**config.mk**
```make
export PLATFORM = sky130hd
export DESIGN_NAME = mux_4to1_8b
export DESIGN_NICKNAME = d
export VERILOG_FILES = /design/src/rtl/mux_4to1_8b.sv
export SDC_FILE = /design/constraint.sdc
export NUM_CORES = 1
export LEC_CHECK = 0
export CORE_MARGIN = 3
export CORE_UTILIZATION = 27
export CTS_CLUSTER_DIAMETER = 150
export DETAILED_ROUTE_END_ITERATION = 10
export GPL_TIMING_DRIVEN = 0
export HOLD_SLACK_MARGIN = 0.06
export PLACE_DENSITY = 0.76
export REMOVE_ABC_BUFFERS = 1
export SETUP_SLACK_MARGIN = 0.02
export SYNTH_ARGS = -nofsm -noshare
export SYNTH_HDL_FRONTEND = slang
export SYNTH_SLANG_ARGS = --single-unit
```
**constraint.sdc**
```tcl
create_clock -name clk -period 0.8 [get_ports clk]
set_input_delay 0.08 -clock clk [delete_from_list [all_inputs] [get_ports clk]]
set_output_delay 0.08 -clock clk [all_outputs]
set_load 0.005 [all_outputs]
```
**src/rtl/mux_4to1_8b.sv**
```systemverilog
// Registered 4-to-1 word multiplexer: {input_select2, input_select1} picks a/b/c/d,
// and the chosen word is presented on output_result one clock edge later.
module mux_4to1_8b #(
    parameter int WIDTH = 8
) (
    input  logic [WIDTH-1:0] input_a,
    input  logic [WIDTH-1:0] input_b,
    input  logic [WIDTH-1:0] input_c,
    input  logic [WIDTH-1:0] input_d,
    input  logic             input_select1,
    input  logic             input_select2,
    output logic [WIDTH-1:0] output_result,
    input  logic             clk,
    input  logic             rst
);

    logic [1:0]       sel;
    logic [WIDTH-1:0] result_d;
    logic [WIDTH-1:0] result_q;

    assign sel = {input_select2, input_select1};

    always_comb begin
        result_d = input_a;
        case (sel)
            2'b00:   result_d = input_a;
            2'b01:   result_d = input_b;
            2'b10:   result_d = input_c;
            2'b11:   result_d = input_d;
            default: result_d = input_a;
        endcase
    end

    // Single register stage; reset wins over whatever word is being selected.
    always_ff @(posedge clk) begin
        if (rst) begin
            result_q <= '0;
        end else begin
            result_q <= result_d;
        end
    end

    assign output_result = result_q;

endmodule

```
==> impl_metrics.csv, run 1 <==
group,metric,value,unit
synth,syn_area,422.9,sq um
sta,finalHoldViolations,0,
sta,min_period,0.7426,ns
clock_tree,cts-root-buf,"clkbuf_4",
synth,synth_top_area_cell,"dfxtp_1",
sta,setup_viol,0,
synth,ys_ff_latch,8,
clock_tree,cts_tree,"done",
routing,drc,0,
routing,dr.pass1.iters,1,
synth,syn_inst,38,
sta,worst_pin_slew,0.4564,ns
routing,via_per_inst,4.747,
floorplan,rows,13,
synth,synth.most_common_cell,"mux2i_1",
sta,max-slew-margin-rel,69.58,%
clock_tree,cts.clk_slew.worst_paths,0.06,ns
power_and_ir_drop,vdd_drop_max,0.0007171,V
worst_setup_path,cp_max_fo,1,
floorplan,coreArea,1383,sq um
synth,async_reset_ff_share,0,%
worst_setup_path,critical_path_buf_inv_count,1,
global_routing,antenna_found_initial,0,
synth,ys_types,9,
routing,dr_total_vias,451,
finish,num_antenna_cells,0,
global_routing,grt_overflow_total,0,
placed_design,port_buffers,43,
sta,rsz0062_at_grt,"no",
clock_tree,cts_setup_buffers,0,
power_and_ir_drop,power.leakage,0.3989,nW
routing,drtIter0Drc,0,
hold_path,worstHoldStart,"input_select1",
placed_design,dp_hpwl,950.3,microns
worst_setup_path,cp_data_arrival_time,0.66,ns
worst_setup_path,cpPeakStageDelay,0.29,ns
sta,drv_slew,0,
synth,syn_avg_cell_area,11.13,sq um
hold_path,hp-class,"in2reg",
global_routing,track_usage,12.75,%
floorplan,die_area,2077,sq um
global_routing,grt_pass1_vias,463,
floorplan,pin_count,44,
worst_setup_path,critPathTopFamily,"flip-flops",
sta,max_freq,1.347,GHz
synth,ys.flop_type,"dfxtp_1",
global_routing,grt_max_degree,17,
placed_design,routabilityCongestion,0.6031,
worst_setup_path,worstPathRequired,0.72,ns
hold_path,holdPathStages,3,
finish,largest_reg_flops,8,
synth,synth_warnings,0,
global_routing,grt_pass1_wl,1821,microns
floorplan,start_util,30.59,%
finish,num-nets-final,118,
power_and_ir_drop,finalPower,1.092,mW
clock_tree,cts_sinks,8,
worst_setup_path,startpoint_type,"flop",
sta,worst_slack,0.05740,ns
synth,synth_area_leaders,"dfxtp_1 38%, mux2i_1 38%, o22ai_1 12%, buf_12 4.7%, buf_6 2.7%",
finish,layout-drive-gt1-share,22.50,%
clock_tree,h-tree-depth,1,
power_and_ir_drop,powerDensity,1285,nW/um^2
routing,post_drt_wl_per_cell,12.74,microns
hold_path,hold_end,"output_result[0]",
outcome,outcome,"finished clean",
clock_tree,numCtsBuffers,3,
worst_setup_path,cp-end-kind,"output port",
placed_design,pre_cts_ws,-0.9082,ns
routing,drt.antenna.violating_nets,0,
routing,wl,1210,microns
run,drv_cap,0,
floorplan,dieHeight,45.58,microns
clock_tree,clk_path_buf_depth,2,
synth,synth_edf_count,0,
synth,seq_area_frac_synth,37.87,%
sta,period_share,92.82,%
worst_setup_path,worst-setup-path-type,"reg2out",
synth,synthTopCellsByCount,"16 x mux2i_1, 8 x dfxtp_1, 8 x o22ai_1",
worst_setup_path,path_cells,"buf_2",
worst_setup_path,cpMaxStageDelayCell,"dfxtp_1",
synth,synth_top_area_share,37.87,%
finish,areaGrowthSynthToFinish,100.9,%
floorplan,die_w,45.58,microns
layer usage:
| layer | share of wire [%] | wire length, microns | track usage (%) | up-vias |
|---|---|---|---|---|
| li1 | - | - | - | 231 |
| met1 | 35 | 426 | 11.40 | 196 |
| met2 | 52 | 632 | 23.40 | 24 |
| met3 | 12 | 150 | 4.348 | 0 |
| met4 | 0 | 0 | 8.772 | 0 |
| met5 | 0 | 0 | 0 | - |
placed cells by master (no fill, tap or decap):
cell,n
buf_2,9
clkbuf_4,3
clkdlybuf4s50_1,32
dfxtp_1,8
dlymetal6s2s_1,2
mux2i_1,16
nand2b_4,1
o22ai_1,4
o22ai_2,4
or2_4,1
layout make-up:
cell class	count	area (sq um)
fillers	131	533.0
repair buffers	43	390.4
multi-input cells	26	257.7
flip-flops and latches	8	160.2
clock buffers	3	22.52
well taps	15	18.77
report_power, final:
part | switching, mW | total, mW | internal, mW | leakage, nW
Sequential | 0.00518 | 0.436 | 0.431 | 0.0666
Combinational | 0.102 | 0.334 | 0.232 | 0.319
Clock | 0.149 | 0.322 | 0.173 | 0.0138
worst max-delay path by stage:
stage / from / endpoint / slack [ns] / cells past startpoint
2_1_floorplan: input_select1 / output_result[0] / 0.20 / 2
3_3_place_gp: input_select2 / output_result[2] / -0.87 / 3
3_5_place_dp: input_select2 / output_result[4] / -0.91 / 3
4_1_cts: input_select1 / output_result[5] / 0.02 / 3
5_1_grt: output_result[4] / output_result[4] / 0.02 / 1
6_report: output_result[6] / output_result[6] / 0.06 / 1
metrics by stage:
step / cells / TNS, ns / area, sq um / hold slack [ns] / utilization, %
2_1_floorplan: 34 / 0 / 382.9 / 0.2502 / -
3_3_place_gp: 92 / -7.272 / 832.0 / 0.7305 / 60.18
3_5_place_dp: 92 / -7.669 / 832.0 / 0.7446 / 60.18
4_1_cts: 95 / 0 / 820.8 / 0.3836 / 59.37
5_1_grt: 95 / 0 / 849.6 / 0.2613 / 61.45
6_report: 95 / 0 / 849.6 / 0.2312 / 61.45
kinds of logic (layout without fill, tap and decap cells):
group	after synthesis	after routing	share of synthesized area, %
mux	16	16	37.87
flops	8	8	37.87
buf+inv	4	46	9.465
simple gates	2	2	2.960
compound gates	8	8	11.83
timing repair:
action,CTS,global route
pin swaps,2,3
resized for setup,40,6
hold buffers,0,0
hold endpoints to repair,0,0
setup endpoints to repair,16,8
gates cloned,0,0
Note: power is estimated with default switching activity, not from simulation.
==> run 2: changes to the inputs <==
--- a/config.mk
+++ b/config.mk
@@ -6,12 +6,12 @@
 export NUM_CORES = 1
 export LEC_CHECK = 0
 export CORE_MARGIN = 3
-export CORE_UTILIZATION = 27
+export CORE_UTILIZATION = 29
 export CTS_CLUSTER_DIAMETER = 150
 export DETAILED_ROUTE_END_ITERATION = 10
 export GPL_TIMING_DRIVEN = 0
 export HOLD_SLACK_MARGIN = 0.06
-export PLACE_DENSITY = 0.76
+export PLACE_DENSITY = 0.81
 export REMOVE_ABC_BUFFERS = 1
 export SETUP_SLACK_MARGIN = 0.02
 export SYNTH_ARGS = -nofsm -noshare
==> constraint.sdc (replaced) <==
create_clock -name clk -period 0.9 [get_ports clk]
set_input_delay 0.09 -clock clk [delete_from_list [all_inputs] [get_ports clk]]
set_output_delay 0.09 -clock clk [all_outputs]
set_load 0.005 [all_outputs]
==> impl_metrics.csv, run 2 (synthesized netlist as in run 1, its figures left out) <==
group,metric,value,unit
power_and_ir_drop,finalPower,0.9464,mW
finish,mostFrequentLayoutCells,"34 x clkdlybuf4s50_1, 16 x mux2i_1, 8 x o22ai_1, 8 x clkdlybuf4s15_1, 8 x dfxtp_1",
clock_tree,cts-root-buf,"clkbuf_4",
clock_tree,cts_sinks,8,
finish,largest_reg_flops,8,
clock_tree,cts_tree,"done",
sta,worst_pin_slew,0.4725,ns
worst_setup_path,cpMaxStageDelayCell,"clkdlybuf4s50_1",
run,drv_cap,0,
floorplan,die_w,44.19,microns
clock_tree,cts_setup_buffers,0,
clock_tree,hold_buffers,0,
worst_setup_path,cp.depth,3,
worst_setup_path,path_cells,"clkdlybuf4s50_1 > or2_4 > o22ai_1",
worst_setup_path,cp_max_fo,8,
hold_path,hp-class,"in2reg",
sta,max_freq,1.192,GHz
finish,num_antenna_cells,0,
global_routing,antenna_found_initial,0,
floorplan,rows,13,
hold_path,worstHoldStart,"input_a[6]",
power_and_ir_drop,powerDensity,1101,nW/um^2
power_and_ir_drop,vdd_drop_max,0.0007285,V
sta,finalHoldViolations,0,
finish,areaGrowthSynthToFinish,103.3,%
worst_setup_path,startpoint_type,"input port",
finish,num-nets-final,118,
sta,setup_viol,0,
worst_setup_path,worst-setup-path-type,"in2reg",
routing,post_drt_wl_per_cell,11.98,microns
power_and_ir_drop,p_int,0.7500,mW
power_and_ir_drop,pwr-share-comb,31.3,%
clock_tree,numCtsBuffers,3,
sta,rsz0062_at_grt,"no",
worst_setup_path,critical_path_buf_inv_count,1,
worst_setup_path,critPathTopFamily,"buffers and inverters",
placed_design,dp_hpwl,949.6,microns
routing,dr_total_vias,447,
finish,final_common_cell,"clkdlybuf4s50_1",
outcome,outcome,"finished clean",
floorplan,dieHeight,44.19,microns
routing,dr.pass1.iters,1,
sta,drv_slew,0,
worst_setup_path,cp_data_arrival_time,1.00,ns
worst_setup_path,cpPeakStageDelay,0.44,ns
floorplan,start_util,31.71,%
routing,drtIter0Drc,0,
power_and_ir_drop,power.leakage,0.3662,nW
clock_tree,h-tree-depth,1,
power_and_ir_drop,seqPwrFrac,41.3,%
floorplan,die_area,1952,sq um
worst_setup_path,crit_start,"input_select1",
placed_design,port_buffers,43,
routing,wl,1138,microns
global_routing,grt_pass1_vias,458,
global_routing,track_usage,11.54,%
power_and_ir_drop,switching_power,0.1964,mW
placed_design,routabilityCongestion,0.5887,
floorplan,pin_count,44,
sta,min_period,0.8387,ns
sta,period_share,93.18,%
routing,drt.antenna.violating_nets,0,
routing,drc,0,
global_routing,grt_max_degree,17,
power_and_ir_drop,pwr-share-clk,27.4,%
global_routing,grt_pass1_wl,1704,microns
clock_tree,clk_path_buf_depth,2,
clock_tree,cts_resized,20,
global_routing,grt_overflow_total,0,
finish,utilization,64.45,%
finish,layout-drive-gt1-share,7.500,%
worst_setup_path,worstPathRequired,1.07,ns
sta,max-slew-margin-rel,68.50,%
clock_tree,cts.clk_slew.worst_paths,0.05,ns
power_and_ir_drop,switching_share,20.75,%
floorplan,coreArea,1334,sq um
hold_path,holdPathStages,3,
worst_setup_path,cp-end-kind,"flop",
routing,via_per_inst,4.705,
run 2: cell count changes in the layout (fill, tap and decap cells not counted), sizes merged:
cell           previous run  this run
clkdlybuf4s18             0         1
clkdlybuf4s50            32        34
dlymetal6s2s              2         0
buf                       9         0
clkdlybuf4s15             0         8
run 2: stage by stage:
stage          TNS (ns)  hold slack [ns]  std cells  setup WS [ns]  area [sq um]
2_1_floorplan         0           0.2602         34         0.2876         382.9
3_3_place_gp     -6.093           0.7441         92        -0.7767         832.0
3_5_place_dp     -6.230           0.7548         92        -0.7902         832.0
4_1_cts               0           0.4891         95        0.02518         858.3
5_1_grt               0           0.5010         95        0.02182         859.6
6_report              0           0.4924         95        0.06134         859.6
run 2: layout make-up:
type | instances | area [sq um]
clock buffer | 3 | 22.52
fill | 128 | 474.2
multi-input combinational | 26 | 227.7
sequential | 8 | 160.2
tap | 15 | 18.77
timing repair buffer | 43 | 430.4
run 2: final timing paths:
check	to	slack, ns
worst max-delay path	output_result[1]	0.06
worst min-delay path	output_result[6]	0.49
run 2: layer usage:
layer	vias to the layer above	global-route usage, %	share of wire [%]
li1	228	-	-
met1	191	11.11	37
met2	28	23.84	51
met3	0	4.472	12
met4	0	0	0
met5	-	0	0
run 2: power by group through the flow:
stage	Clock (mW)	Combinational, mW	Sequential [mW]
global placement	0	0.306	0.397
finish	0.260	0.296	0.391
floorplan	0	0.0720	0.403
global route	0.295	0.317	0.393
detailed placement	0	0.311	0.399
CTS	0.275	0.299	0.391
